<file path="src/rtl/typing_session_engine.sv">
// Per-session typing engine: countdown/run/pause phases, typed-word buffer,
// keystroke scoring against the current dictionary word, and display statistics.
module typing_session_engine #(
  parameter int unsigned MAX_LEN     = 15,
  parameter int unsigned CODE_W      = 5,
  parameter int unsigned CNTDN_TICKS = 30,
  parameter int unsigned LIMIT_TICKS = 1800,
  parameter int unsigned STAT_W      = 11,
  localparam int unsigned LW = $clog2(MAX_LEN + 1)
) (
  input  logic                      clk_div,
  input  logic                      rst,
  input  logic                      tick,
  input  logic                      start,
  input  logic                      abort,
  input  logic                      pause,
  input  logic                      mode,
  input  logic [6:0]                target,
  input  logic                      key_valid,
  input  logic [CODE_W-1:0]         key_code,
  input  logic                      key_space,
  input  logic                      key_back,
  input  logic [MAX_LEN*CODE_W-1:0] word,
  input  logic [LW-1:0]             word_len,
  output logic                      word_req,
  output logic [2:0]                state,
  output logic [MAX_LEN*CODE_W-1:0] typed,
  output logic [LW-1:0]             cursor,
  output logic [LW-1:0]             correct,
  output logic [6:0]                words_done,
  output logic [STAT_W-1:0]         elapsed,
  output logic [STAT_W-1:0]         remaining,
  output logic [9:0]                wpm,
  output logic [9:0]                acc,
  output logic [6:0]                streak,
  output logic [6:0]                best_streak,
  output logic                      finish
);

  localparam int unsigned CW = $clog2(CNTDN_TICKS + 2);
  localparam int unsigned PW = STAT_W + 7;
  localparam int unsigned GW = STAT_W + 1;

  localparam logic [2:0] S_IDLE  = 3'd0;
  localparam logic [2:0] S_CNTDN = 3'd1;
  localparam logic [2:0] S_RUN   = 3'd2;
  localparam logic [2:0] S_PAUSE = 3'd3;
  localparam logic [2:0] S_DONE  = 3'd4;

  logic [2:0]                state_q, state_d;
  logic [CW-1:0]             cnt_q, cnt_d;
  logic                      mode_q, mode_d;
  logic [6:0]                target_q, target_d;
  logic [MAX_LEN*CODE_W-1:0] typed_q, typed_d;
  logic [LW-1:0]             cursor_q, cursor_d, correct_q, correct_d;
  logic [6:0]                words_q, words_d, streak_q, streak_d, best_q, best_d;
  logic [STAT_W-1:0]         elapsed_q, elapsed_d, keys_q, keys_d, good_q, good_d;
  logic [9:0]                wpm_q, wpm_d, acc_q, acc_d;
  logic                      req_q, req_d, fin_q, fin_d;

  logic [PW-1:0]     tgt10, rem_w, sum_w, wpm_w, acc_w;
  logic [STAT_W-1:0] rem;
  logic [GW-1:0]     good_sum;
  logic [CODE_W-1:0] exp_char;
  logic [6:0]        streak_n;
  logic              fin_cond, full_word, go_idle, do_start;

  function automatic logic [6:0] inc7(input logic [6:0] v);
    return (v == '1) ? v : v + 7'd1;
  endfunction

  always_comb begin
    tgt10 = PW'(target_q) * PW'(10);
    if (mode_q) rem_w = (target_q > words_q) ? PW'(target_q - words_q) : '0;
    else        rem_w = (tgt10 > PW'(elapsed_q)) ? tgt10 - PW'(elapsed_q) : '0;
    rem   = STAT_W'(rem_w);
    sum_w = PW'(good_q) + PW'(correct_q);
    wpm_w = (elapsed_q == '0) ? '0 : (sum_w * PW'(120)) / PW'(elapsed_q);
    acc_w = (keys_q == '0) ? '0 : (sum_w * PW'(100)) / PW'(keys_q);
    fin_cond = (elapsed_q == STAT_W'(LIMIT_TICKS)) || (!mode_q && rem == '0) ||
               (mode_q && words_q == target_q);
    exp_char = '0;
    for (int unsigned i = 0; i < MAX_LEN; i++)
      if (LW'(i) == cursor_q) exp_char = word[i*CODE_W +: CODE_W];
    full_word = (correct_q == word_len) && (cursor_q == word_len);
    good_sum  = GW'(good_q) + GW'(correct_q) + GW'(full_word);
    streak_n  = inc7(streak_q);
  end

  always_comb begin
    state_d = state_q;   cnt_d = cnt_q;         mode_d = mode_q;     target_d = target_q;
    typed_d = typed_q;   cursor_d = cursor_q;   correct_d = correct_q;
    words_d = words_q;   streak_d = streak_q;   best_d = best_q;
    elapsed_d = elapsed_q; keys_d = keys_q;     good_d = good_q;
    wpm_d = wpm_q;       acc_d = acc_q;         req_d = 1'b0;        fin_d = 1'b0;
    go_idle = 1'b0;      do_start = 1'b0;

    if (state_q == S_RUN) begin
      wpm_d = (wpm_w > PW'(999)) ? 10'd999 : wpm_w[9:0];
      acc_d = (acc_w > PW'(1023)) ? 10'd1023 : acc_w[9:0];
    end

    case (state_q)
      S_IDLE: do_start = start;
      S_CNTDN: begin
        if (abort) go_idle = 1'b1;
        else if (cnt_q == '0 || (tick && cnt_q == CW'(1))) begin
          state_d = S_RUN;
          cnt_d   = '0;
          req_d   = 1'b1;
        end else if (tick) cnt_d = cnt_q - CW'(1);
      end
      S_RUN: begin
        if (abort) go_idle = 1'b1;
        else if (fin_cond) begin
          // keys and ticks in the finishing cycle are dropped
          state_d = S_DONE;
          fin_d   = 1'b1;
        end else if (pause) state_d = S_PAUSE;
        else begin
          if (tick && elapsed_q != STAT_W'(LIMIT_TICKS)) elapsed_d = elapsed_q + STAT_W'(1);
          if (key_valid) begin
            if (key_space) begin
              if (cursor_q != '0) begin
                keys_d    = (keys_q == '1) ? keys_q : keys_q + STAT_W'(1);
                good_d    = good_sum[GW-1] ? '1 : good_sum[STAT_W-1:0];
                words_d   = inc7(words_q);
                typed_d   = '0;
                cursor_d  = '0;
                correct_d = '0;
                req_d     = 1'b1;
                if (full_word) begin
                  streak_d = streak_n;
                  if (streak_n > best_q) best_d = streak_n;
                end else streak_d = '0;
              end
            end else if (key_back) begin
              if (cursor_q != '0) begin
                for (int unsigned i = 0; i < MAX_LEN; i++)
                  if (LW'(i + 1) == cursor_q) typed_d[i*CODE_W +: CODE_W] = '0;
                cursor_d = cursor_q - LW'(1);
                if (correct_q == cursor_q) correct_d = correct_q - LW'(1);
              end
            end else if (cursor_q < LW'(MAX_LEN)) begin
              for (int unsigned i = 0; i < MAX_LEN; i++)
                if (LW'(i) == cursor_q) typed_d[i*CODE_W +: CODE_W] = key_code;
              cursor_d = cursor_q + LW'(1);
              keys_d   = (keys_q == '1) ? keys_q : keys_q + STAT_W'(1);
              if (correct_q == cursor_q && cursor_q < word_len && key_code == exp_char)
                correct_d = correct_q + LW'(1);
            end
          end
        end
      end
      S_PAUSE: begin
        if (abort) go_idle = 1'b1;
        else if (pause) state_d = S_RUN;
      end
      S_DONE: begin
        if (abort) go_idle = 1'b1;
        else do_start = start;
      end
      default: go_idle = 1'b1;
    endcase

    if (go_idle || do_start) begin
      state_d = S_IDLE;  cnt_d = '0;      mode_d = 1'b0;     target_d = '0;
      typed_d = '0;      cursor_d = '0;   correct_d = '0;    words_d = '0;
      streak_d = '0;     best_d = '0;     elapsed_d = '0;    keys_d = '0;
      good_d = '0;       wpm_d = '0;      acc_d = '0;        req_d = 1'b0;
      fin_d = 1'b0;
    end
    if (do_start) begin
      state_d  = S_CNTDN;
      cnt_d    = CW'(CNTDN_TICKS);
      mode_d   = mode;
      target_d = (target == '0) ? 7'd1 : target;
    end
  end

  always_ff @(posedge clk_div or posedge rst) begin
    if (rst) begin
      state_q <= S_IDLE;  cnt_q <= '0;      mode_q <= 1'b0;    target_q <= '0;
      typed_q <= '0;      cursor_q <= '0;   correct_q <= '0;   words_q <= '0;
      streak_q <= '0;     best_q <= '0;     elapsed_q <= '0;   keys_q <= '0;
      good_q <= '0;       wpm_q <= '0;      acc_q <= '0;       req_q <= 1'b0;
      fin_q <= 1'b0;
    end else begin
      state_q <= state_d;   cnt_q <= cnt_d;       mode_q <= mode_d;     target_q <= target_d;
      typed_q <= typed_d;   cursor_q <= cursor_d; correct_q <= correct_d; words_q <= words_d;
      streak_q <= streak_d; best_q <= best_d;     elapsed_q <= elapsed_d; keys_q <= keys_d;
      good_q <= good_d;     wpm_q <= wpm_d;       acc_q <= acc_d;       req_q <= req_d;
      fin_q <= fin_d;
    end
  end

  assign state       = state_q;
  assign typed       = typed_q;
  assign cursor      = cursor_q;
  assign correct     = correct_q;
  assign words_done  = words_q;
  assign elapsed     = elapsed_q;
  assign remaining   = rem;
  assign wpm         = wpm_q;
  assign acc         = acc_q;
  assign streak      = streak_q;
  assign best_streak = best_q;
  assign word_req    = req_q;
  assign finish      = fin_q;

endmodule
</file>
<file path="config.mk">
export PLATFORM = sky130hd
export DESIGN_NAME = typing_session_engine
export DESIGN_NICKNAME = d
export VERILOG_FILES = /design/src/rtl/typing_session_engine.sv
export SDC_FILE = /design/constraint.sdc
export NUM_CORES = 2
export LEC_CHECK = 0
export CELL_PAD_IN_SITES_DETAIL_PLACEMENT = 0
export CELL_PAD_IN_SITES_GLOBAL_PLACEMENT = 1
export CORE_UTILIZATION = 30
export DETAILED_ROUTE_END_ITERATION = 10
export GPL_ROUTABILITY_DRIVEN = 0
export GPL_TIMING_DRIVEN = 1
export PLACE_DENSITY_LB_ADDON = 0.1
export SYNTH_ARGS = -nofsm -noshare
export SYNTH_HDL_FRONTEND = slang
export SYNTH_SLANG_ARGS = --single-unit
</file>
<file path="constraint.sdc">
create_clock -name clk_div -period 57.4 [get_ports clk_div]
set_input_delay 8.61 -clock clk_div [delete_from_list [all_inputs] [get_ports clk_div]]
set_output_delay 8.61 -clock clk_div [all_outputs]
set_load 0.1 [all_outputs]
</file>
==> results.tsv <==
stage	metric	value	unit
run_status	outcome	complete, no violations	
timing	setup repair after global routing missed its margin	false	
floorplan	Rows	115	
floorplan	die width	319	microns
cells_and_area	Antenna Cells	0	
clock_tree	Worst-path clk slew	0.09	ns
placed_design	Place WS	6.47	ns
critical_path	Worst Setup End Kind	register	
clock_tree	clock latency on the worst-skew pair	0.49	ns
synth	most common flop cell mapped by yosys	dfrtp_1	
clock_tree	# H-tree levels	4	
synth	Syn Area/Cell	7.73	sq um
clock_tree	Setup Buffers After CTS	0	
global_routing	initial antenna violation count	1	
detailed_routing	drt wl/cell	19.7	microns
floorplan	Core Region	99000	sq um
min_path	worst hold path type	register to register	
synth	synth warn	0	
critical_path	Worst Setup SP	correct[0]$_DFFE_PP0P_	
synth	mux cell area share after synthesis	0.0680	
global_routing	via count of the first global-routing pass	28500	
timing	Slew HR	0.240	
timing	minimum clock period	51.29	ns
clock_tree	clk root buf	clkbuf_16	
synth	post-synthesis register bit count	175	
global_routing	global-route wire length before repair	165000	microns
cells_and_area	most frequent cells in the layout	ha_1, nand2_1, nor2_1	
critical_path	critical path arrival	51.63	ns
clock_tree	clock sinks	175	
clock_tree	CTS Buf Count	17	
detailed_routing	drt pass-1 iters	7	
floorplan	initial core utilization	0.305	
synth	Mapped Area	30200	sq um
clock_tree	CTS max path bufs	2	
timing	clk_skew	0.0186	ns
global_routing	gr usage total	0.205	
clock_tree	Post-CTS Hold Buffers	0	
synth	post-synthesis compound-gate area fraction	0.265	
timing	Slew Viols, Final	0	
synth	share of the yosys chip area belonging to registers	0.145	
critical_path	CP max-delay cell	nor2_2	
critical_path	Critical Path RT	57.75	ns
timing	Hold Violations, Final	0	
global_routing	grt total ovfl	0	
cells_and_area	P&R area growth vs syn	15.5	%
timing	final setup fails	0	
detailed_routing	Routed WL	106000	microns
detailed_routing	# DRC	0	
timing	Final Cycle Share	0.894	
job	max_cap viols	0	
floorplan	die area	102000	sq um
synth	Post-Syn Nets	4432	
synth	largest family of logic cells by synthesized area	compound AO/OA/AOI/OAI gates	
timing	TNS Setup	0	ns
placed_design	PortBufs	251	
synth	area leader, netlist	ha_1	
critical_path	worst reg2reg startpoint	correct[0]$_DFFE_PP0P_	
min_path	Worst Hold Launch	acc[8]$_DFFE_PP0N_	
synth	Post-synth EDFFs	0	
synth	top cells by area, synth	ha_1, dfrtp_1, mux2_2	
synth	Post-Synth XOR/XNOR Area	0.0745	
timing	Tightest Pin Transition	1.14	ns
cells_and_area	commonest non-fill, non-tap cell in the layout	ha_1	
synth	post-synthesis simple-gate area fraction	0.215	
global_routing	pin count of the biggest net entering global routing	101	
cells_and_area	Total Nets Final	4633	
clock_tree	post-cts sizing count	0	
synth	async set-reset flop share out of synthesis	1.00	
cells_and_area	share of post-route cells with drive strength above 1	0.0800	
synth	Synth Area in Adders	0.187	
detailed_routing	Antenna Nets Post-Route	0	
detailed_routing	Via-to-Cell Ratio	5.39	
cells_and_area	Fillers	10500	
critical_path	critical path class	register to register	
critical_path	Top cell by count, worst path	a21oi_1	
synth	Post-Syn Instances	3899	
floorplan	I/O pin cnt	252	
synth	Distinct cells, synth	114	
cells_and_area	area of the multi-input gates	24500	sq um
floorplan	die height	319	microns
detailed_routing	Vias	29100	
timing	Setup WS post-layout	6.11	ns
clock_tree	CTS tree	done	
critical_path	CP max stage delay	0.74	ns
placed_design	DP Wirelength	84800	microns
critical_path	crit-path max FO	22	
critical_path	CP Launch Type	register	
timing	fmax	19.5	MHz
detailed_routing	1st-iter DRT viols	1611	
synth	post-synth top area share	0.166	
cells_and_area	FF/Latch Area	4380	sq um
cell families after synthesis:
group | after synthesis
and+or+nand+nor | 1333
adders and majority gates | 432
DFF | 175
xor gates and xnor gates | 250
muxes | 185
AOI/OAI and AO/OA | 1189
buffers and inverters | 335
stage by stage:
step | instances | hold slack (ns) | instance area, sq um | utilization
after floorplan | 3899 | 0.476 | 30200 | -
after global placement | 5368 | 0.472 | 34200 | 0.345
after detailed placement | 5368 | 0.476 | 34200 | 0.345
after CTS | 5400 | 0.498 | 34800 | 0.352
after global routing | 5400 | 0.517 | 34800 | 0.352
final | 5400 | 0.492 | 34800 | 0.352
synth_stat cells (all sizes together), types with 25 or more instances:
library cell / number
xnor2: 168
nor2b: 50
a31oi: 25
nor3: 179
o21a: 136
mux2i: 45
a211oi: 35
nand2b: 60
nor4: 29
o211ai: 34
fa: 33
dfrtp: 175
or3: 34
xor2: 82
ha: 399
o21ai: 296
nand2: 356
a21o: 120
mux2: 140
buf: 33
clkbuf: 87
or2: 27
o31ai: 89
inv: 213
a21oi: 247
nor2: 332
and2: 48
nand4: 52
nand3: 88
per-layer routing:
layer	share of wire	vias to the layer above	track usage
met1	0.49	13800	0.283
met2	0.46	478	0.336
met3	0.037	91	0.0282
met5	0.00012	-	0
li1	-	14800	-
met4	0.019	2	0.0494
path summary, 6_finish.rpt:
| check | depth (start not counted) | slack (ns) | end |
|---|---|---|---|
| setup reg to reg | 225 | 6.11 | acc[0]$_DFFE_PP0N_ |
| hold / removal | 2 | 0.49 | acc[8]$_DFFE_PP0N_ |
| hold reg to reg | 2 | 0.49 | acc[8]$_DFFE_PP0N_ |
| min in group asynchronous | 2 | 8.66 | typed[61]$_DFFE_PP0P_ |
| max in group asynchronous | 3 | 47.24 | cursor[3]$_DFFE_PP0P_ |
| setup / recovery | 225 | 6.11 | acc[0]$_DFFE_PP0N_ |
state kept, by name, summed over array words and instances (netlist names), 3 cells and up:
register     flops
acc             10
best_streak      7
cnt_q            5
correct          4
cursor           4
elapsed         11
good_q          11
keys_q          11
state            3
streak           7
target_q         7
typed           75
words_done       7
wpm             10
critical path: cells and delay by family, from the launching register on:
kind | cells | cell delay, ns
buffers and inverters | 10 | 0.99
adders and majority gates | 23 | 7.66
and+or+nand+nor | 66 | 12.98
xor gates and xnor gates | 4 | 1.17
AOI/OAI and AO/OA | 115 | 25.34
DFF | 1 | 0.50
muxes | 7 | 2.40
final cells by class:
type | instances | area share
clock buffer | 17 | 0.0122
clock inverter | 15 | 0.00647
inverter | 215 | 0.0234
multi-input combinational | 3389 | 0.703
sequential | 175 | 0.126
tap | 1287 | 0.0462
timing repair buffer | 302 | 0.0831
Power is not shown: default switching activity piles up to over one toggle a cycle in this logic, so the estimate is an artifact.
